<file path="config.mk">
export PLATFORM = sky130hd
export DESIGN_NAME = piezo_sched
export DESIGN_NICKNAME = d
export VERILOG_FILES = /design/src/rtl/piezo_pkg.sv /design/src/rtl/piezo_tune_rom.sv /design/src/rtl/piezo_sched.sv
export SDC_FILE = /design/constraint.sdc
export NUM_CORES = 1
export LEC_CHECK = 0
export CAP_MARGIN = 25
export CORE_ASPECT_RATIO = 0.7
export CORE_UTILIZATION = 60
export DETAILED_ROUTE_END_ITERATION = 16
export PLACE_DENSITY = 0.92
export SYNTH_ARGS = -nofsm -noshare
export SYNTH_HDL_FRONTEND = slang
export SYNTH_SLANG_ARGS = --single-unit
</file>
<file path="constraint.sdc">
create_clock -name clk -period 6.6 [get_ports clk]
set_input_delay 0.99 -clock clk [delete_from_list [all_inputs] [get_ports clk]]
set_output_delay 0.99 -clock clk [all_outputs]
set_load 0.01 [all_outputs]
</file>
<file path="src/rtl/piezo_pkg.sv">
// Shared types and constants for the piezo alarm tune scheduler.
package piezo_pkg;

    typedef enum logic [1:0] {
        S_IDLE = 2'd0,
        S_LOAD = 2'd1,
        S_PLAY = 2'd2,
        S_GAP  = 2'd3
    } state_t;

    // Encoding doubles as priority order and as the 'active' output code.
    typedef enum logic [1:0] {
        NONE = 2'd0,
        NORM = 2'd1,
        OVR  = 2'd2,
        BATT = 2'd3
    } tune_t;

    localparam int CNT_W = 26;

    localparam logic [14:0] P_G6 = 15'd31888;
    localparam logic [14:0] P_C7 = 15'd23889;
    localparam logic [14:0] P_E7 = 15'd18961;
    localparam logic [14:0] P_G7 = 15'd15944;

    localparam logic [3:0] GAP_NORM = 4'd12;
    localparam logic [3:0] GAP_OVR  = 4'd0;
    localparam logic [3:0] GAP_BATT = 4'd6;

    // Silent gap, in duration units, inserted before a tune repeats.
    function automatic logic [3:0] tune_gap(input tune_t t);
        case (t)
            NORM:    tune_gap = GAP_NORM;
            OVR:     tune_gap = GAP_OVR;
            BATT:    tune_gap = GAP_BATT;
            default: tune_gap = 4'd0;
        endcase
    endfunction

endpackage

</file>
<file path="src/rtl/piezo_tune_rom.sv">
// Combinational tune table: (tune, note index) -> (period, duration in units).
module piezo_tune_rom
    import piezo_pkg::*;
(
    input  tune_t       tune,
    input  logic [2:0]  index,
    output logic [14:0] period,
    output logic [3:0]  dur
);

    // Table lookup; out-of-range indices and NONE read as a silent zero entry.
    always_comb begin
        period = '0;
        dur    = '0;
        case (tune)
            NORM: begin
                case (index)
                    3'd0: begin period = P_G6; dur = 4'd2; end
                    3'd1: begin period = P_C7; dur = 4'd2; end
                    3'd2: begin period = P_E7; dur = 4'd2; end
                    3'd3: begin period = P_G7; dur = 4'd3; end
                    3'd4: begin period = P_E7; dur = 4'd1; end
                    3'd5: begin period = P_G7; dur = 4'd8; end
                    default: begin period = '0; dur = '0; end
                endcase
            end
            OVR: begin
                if (index <= 3'd5) begin
                    period = index[0] ? P_C7 : P_G7;
                    dur    = 4'd1;
                end
            end
            BATT: begin
                case (index)
                    3'd0: begin period = P_G7; dur = 4'd2; end
                    3'd1: begin period = P_E7; dur = 4'd2; end
                    3'd2: begin period = P_C7; dur = 4'd2; end
                    3'd3: begin period = P_G6; dur = 4'd3; end
                    3'd4: begin period = P_C7; dur = 4'd1; end
                    3'd5: begin period = P_G6; dur = 4'd8; end
                    default: begin period = '0; dur = '0; end
                endcase
            end
            default: begin period = '0; dur = '0; end
        endcase
    end

endmodule

</file>
<file path="src/rtl/piezo_sched.sv">
// Priority arbitration, note sequencing and repeat gap for the piezo alarm.
module piezo_sched
    import piezo_pkg::*;
#(
    parameter bit FAST_SIM = 1'b0
) (
    input  logic        clk,
    input  logic        rst_n,
    input  logic        batt_low,
    input  logic        ovr_spd,
    input  logic        norm_mode,
    output logic [14:0] note_period,
    output logic        tone_en,
    output logic [1:0]  active,
    output logic        tune_done
);

    localparam int UNIT_W = FAST_SIM ? 8 : 22;

    state_t            state, nxt_state;
    tune_t             tune, nxt_tune, winner;
    logic [2:0]        idx, nxt_idx, rom_idx;
    logic [CNT_W-1:0]  cnt, nxt_cnt, note_last, gap_last;
    logic [3:0]        dur_q, nxt_dur, rom_dur;
    logic [14:0]       rom_period, nxt_period;
    logic              nxt_en, nxt_done;
    logic [1:0]        nxt_active;
    logic              preempt, still_win;

    // Fixed-priority request arbitration.
    always_comb begin
        if (batt_low)       winner = BATT;
        else if (ovr_spd)   winner = OVR;
        else if (norm_mode) winner = NORM;
        else                winner = NONE;
    end

    assign preempt   = (2'(winner) > 2'(tune));
    assign still_win = (winner == tune);

    // While playing, look one entry ahead so the next note loads on the expiry cycle.
    assign rom_idx   = (state == S_PLAY) ? (idx + 3'd1) : idx;
    assign note_last = (CNT_W'(dur_q) << UNIT_W) - CNT_W'(1);
    assign gap_last  = (CNT_W'(tune_gap(tune)) << UNIT_W) - CNT_W'(1);

    piezo_tune_rom u_rom (
        .tune   (tune),
        .index  (rom_idx),
        .period (rom_period),
        .dur    (rom_dur)
    );

    // Next-state and next-output logic; outputs are registered alongside state.
    always_comb begin
        nxt_state  = state;
        nxt_tune   = tune;
        nxt_idx    = idx;
        nxt_cnt    = cnt;
        nxt_dur    = dur_q;
        nxt_period = note_period;
        nxt_en     = tone_en;
        nxt_active = active;
        nxt_done   = 1'b0;
        case (state)
            S_IDLE: begin
                if (winner != NONE) begin
                    nxt_state  = S_LOAD;
                    nxt_tune   = winner;
                    nxt_idx    = 3'd0;
                    nxt_active = winner;
                end
            end
            S_LOAD: begin
                nxt_state  = S_PLAY;
                nxt_cnt    = '0;
                nxt_dur    = rom_dur;
                nxt_period = rom_period;
                nxt_en     = 1'b1;
            end
            S_PLAY, S_GAP: begin
                if (preempt) begin
                    nxt_state  = S_LOAD;
                    nxt_tune   = winner;
                    nxt_idx    = 3'd0;
                    nxt_cnt    = '0;
                    nxt_active = winner;
                    nxt_period = '0;
                    nxt_en     = 1'b0;
                end else if ((state == S_PLAY) && (cnt != note_last)) begin
                    nxt_cnt = cnt + CNT_W'(1);
                end else if ((state == S_GAP) && (cnt != gap_last)) begin
                    nxt_cnt = cnt + CNT_W'(1);
                end else begin
                    // Current note or gap has just expired.
                    nxt_cnt    = '0;
                    nxt_period = '0;
                    nxt_en     = 1'b0;
                    if ((state == S_PLAY) && (idx == 3'd5))
                        nxt_done = 1'b1;
                    if (!still_win) begin
                        nxt_state  = S_IDLE;
                        nxt_tune   = NONE;
                        nxt_idx    = 3'd0;
                        nxt_active = 2'd0;
                    end else if ((state == S_PLAY) && (idx != 3'd5)) begin
                        nxt_idx    = idx + 3'd1;
                        nxt_dur    = rom_dur;
                        nxt_period = rom_period;
                        nxt_en     = 1'b1;
                    end else if ((state == S_PLAY) && (tune_gap(tune) != 4'd0)) begin
                        nxt_state = S_GAP;
                    end else begin
                        nxt_state = S_LOAD;
                        nxt_idx   = 3'd0;
                    end
                end
            end
            default: nxt_state = S_IDLE;
        endcase
    end

    // State, counter and output registers with synchronous active-low reset.
    always_ff @(posedge clk) begin
        if (!rst_n) begin
            state       <= S_IDLE;
            tune        <= NONE;
            idx         <= 3'd0;
            cnt         <= '0;
            dur_q       <= 4'd0;
            note_period <= 15'd0;
            tone_en     <= 1'b0;
            active      <= 2'd0;
            tune_done   <= 1'b0;
        end else begin
            state       <= nxt_state;
            tune        <= nxt_tune;
            idx         <= nxt_idx;
            cnt         <= nxt_cnt;
            dur_q       <= nxt_dur;
            note_period <= nxt_period;
            tone_en     <= nxt_en;
            active      <= nxt_active;
            tune_done   <= nxt_done;
        end
    end

endmodule

</file>
==> impl_metrics.csv <==
group,metric,value,unit
sta,fin_worst_skew,0.006423,ns
synth,synth-edff-count,0,
clocking,cts.path.max_buffers,2,
clocking,cts_setup_buffers,0,
sta,period_minus_slack,3.924,ns
finish,drive_gt1_share,6.516,%
status,status,"finished with violations",
power,cellLeakagePower,1.052,nW
place,port_buffers,20,
global_routing,antenna_found_initial,0,
place,dp_hpwl,4333,µm
synth,avgSynthCellArea,8.140,µm²
detailed_routing,wl_per_cell,15.34,µm
sta,final.setup.tns,0,ns
critical_path,path_cells,"clkdlybuf4s50_1 > or2_2 > ha_1 > nor2b_1 > o21ai_0 > nand3_1 > a31oi_2 > o21ai_0 > a31oi_1",
sta,maxSlewViolCount,0,
finish,fill_cells,351,
sta,whs,0.4742,ns
power,vdd_drop_max,0.2209,mV
clocking,cts_hold_buf,0,
sta,worst_pin_slew,1.060,ns
detailed_routing,drc,6,
power,power_density,302.1,nW/µm²
clocking,cts_resized,0,
critical_path,cp-start-kind,"primary input",
clocking,path_clk_slew,0.09,ns
critical_path,critical_path_required,6.84,ns
critical_path,arrival,4.16,ns
synth,yosys_warnings,0,
finish,area_delta_synth_final,9.018,%
clocking,cts.sinks,48,
global_routing,overflow,0,
clocking,root_buffer,"clkbuf_8",
place,gp_congestion,0.8203,
global_routing,grt_max_degree,26,
global_routing,grt_usage,26.46,%
sta,rsz0062_at_grt,"no",
synth,ys.flop_type,"dfxtp_1",
power,total_power,0.9276,mW
sta,report.final.setup_viol,0,
clocking,clock_latency,0.30,ns
critical_path,crit_slowest_cell,"a31oi_2",
floorplanning,die_height,59.32,µm
clocking,cts_htree_levels,2,
critical_path,worst_setup_path_end_kind,"flip-flop",
critical_path,cp_common_cell,"o21ai_0",
floorplanning,core_area,4429,µm²
sta,fmax,254.9,MHz
global_routing,first_global_vias,2250,
detailed_routing,num_vias,2593,
detailed_routing,drt_iter0_markers,359,
floorplanning,pin_count,24,
synth,async_reset_ff_share,0,%
floorplanning,start_util,63.59,%
clocking,cts_tree,"done",
synth,synth_cells,346,
hold_path,hp-class,"flip-flop to flip-flop",
sta,slew_headroom,29.10,%
sta,finalHoldViolCount,0,
critical_path,crit_type,"primary input to flip-flop",
synth,synth-seq-cells,48,
synth,yosysSeqAreaShare,34.12,%
clocking,cts_buffers,5,
critical_path,crit_path_max_incr_delay,0.90,ns
finish,nNetsFinal,363,
floorplanning,num_rows,20,
synth,ys_types,56,
detailed_routing,first_pass_iters,11,
place,pre_cts_ws,2.452,ns
status,failed_checks,"DRC",
sta,period_share,59.45,%
critical_path,worstPathMaxFanout,25,
floorplanning,dieArea,4976,µm²
detailed_routing,wl,6258,µm
finish,diodes,0,
sta,fin_ws,2.676,ns
synth,syn-cell-area,2816,µm²
job,drv_cap,0,
floorplanning,chipWidth,83.89,µm
detailed_routing,postRouteAntennaNets,0,
global_routing,grt_pass1_wl,10400,µm
finish,fin_util,69.32,%
detailed_routing,via_per_inst,6.355,
## cells in the mapped netlist, drive strengths merged, types with 8 or more instances
library cell | count | area [µm²]
nand3 | 18 | 90.09
buf | 12 | 78.83
xnor2 | 8 | 70.07
nand4 | 13 | 87.58
xor2 | 10 | 87.58
a31oi | 14 | 87.58
dfxtp | 48 | 960.9
mux2i | 9 | 90.09
nor2 | 12 | 45.04
a21oi | 20 | 100.1
inv | 13 | 48.80
o21ai | 25 | 125.1
clkbuf | 11 | 42.54
nor3 | 10 | 55.05
nand2 | 40 | 150.1
## worst paths after layout
check	endpoint	slack [ns]	depth (start not counted)	startpoint
setup / recovery	cnt[17]	2.68	9	ovr_spd
hold / removal	tone_en	0.47	1	tone_en
setup reg to reg	cnt[17]	3.13	8	tune[1]
hold reg to reg	tone_en	0.47	1	tone_en
## critical path, delay by kind of cell
| kind | cells | cell delay (ns) |
|---|---|---|
| AOI/OAI and AO/OA | 4 | 1.69 |
| and+or+nand+nor | 3 | 0.70 |
| buffers and inverters | 1 | 0.42 |
| adders and majority gates | 1 | 0.36 |
## stage by stage
stage | instances | cell area [µm²]
4_1_cts | 408 | 3070
6_report | 408 | 3070
5_1_grt | 408 | 3070
2_1_floorplan | 348 | 2824
3_5_place_dp | 400 | 2978
3_3_place_gp | 400 | 2978
## state kept, by name (all words and copies together), names as in the netlist
| signal | flops |
|---|---|
| tone_en | 1 |
| tune | 2 |
| tune_done | 1 |
| cnt | 26 |
| idx | 3 |
| state | 2 |
| note_period | 10 |
| dur_q | 3 |
## cell usage in the layout, fill, tap and decap left out, drive strengths merged, types with 3 or more instances in the layout
cell type      count
dfxtp             48
nand2             40
o21ai             25
a21oi             20
clkdlybuf4s50     20
nand3             18
a31oi             14
inv               13
nand4             13
nor2              12
xor2              10
nor3              10
mux2i              9
xnor2              8
o2bb2ai            6
ha                 6
clkbuf             6
or3                6
nor2b              5
a22o               4
nand3b             4
a21o               4
o211ai             3
o21a               3
and2               3
o21bai             3
nor4               3
nand2b             3
conb               3
and3               3
or2                3
or3b               3
## cells by family after synthesis
kind of cell | Yosys count | synth area share (%)
simple gates | 129 | 24.17
compound gates | 99 | 24.08
flops | 48 | 34.12
buf+inv | 36 | 6.042
xor+xnor | 18 | 5.597
mux | 9 | 3.199
fa+ha+maj | 6 | 2.665
other cells | 1 | 0.1331
## power breakdown
| group | internal, mW | switching, mW |
|---|---|---|
| combinational | 0.153 | 0.221 |
| sequential | 0.319 | 0.0501 |
| clock | 0.0838 | 0.101 |
| total | 0.556 | 0.372 |
## per-layer routing
metal  track usage [%]  share of wire, %  vias up
met3             6.964               8.2        6
met4             8.374               1.0        0
li1                  -                 -     1283
met5                 0                 0        -
met2             39.34                41      113
met1             37.65                49     1191
## cell type report
| cell class | count | area, µm² | share of cell area (%) |
|---|---|---|---|
| clock inverter | 2 | 10.01 | 0.3260 |
| tap | 55 | 68.82 | 2.241 |
| sequential | 48 | 960.9 | 31.30 |
| multi-input combinational | 264 | 1699 | 55.34 |
| inverter | 13 | 48.80 | 1.589 |
| timing repair buffer | 20 | 200.2 | 6.520 |
| clock buffer | 6 | 82.58 | 2.689 |
Power figures use the tool's default switching activity.
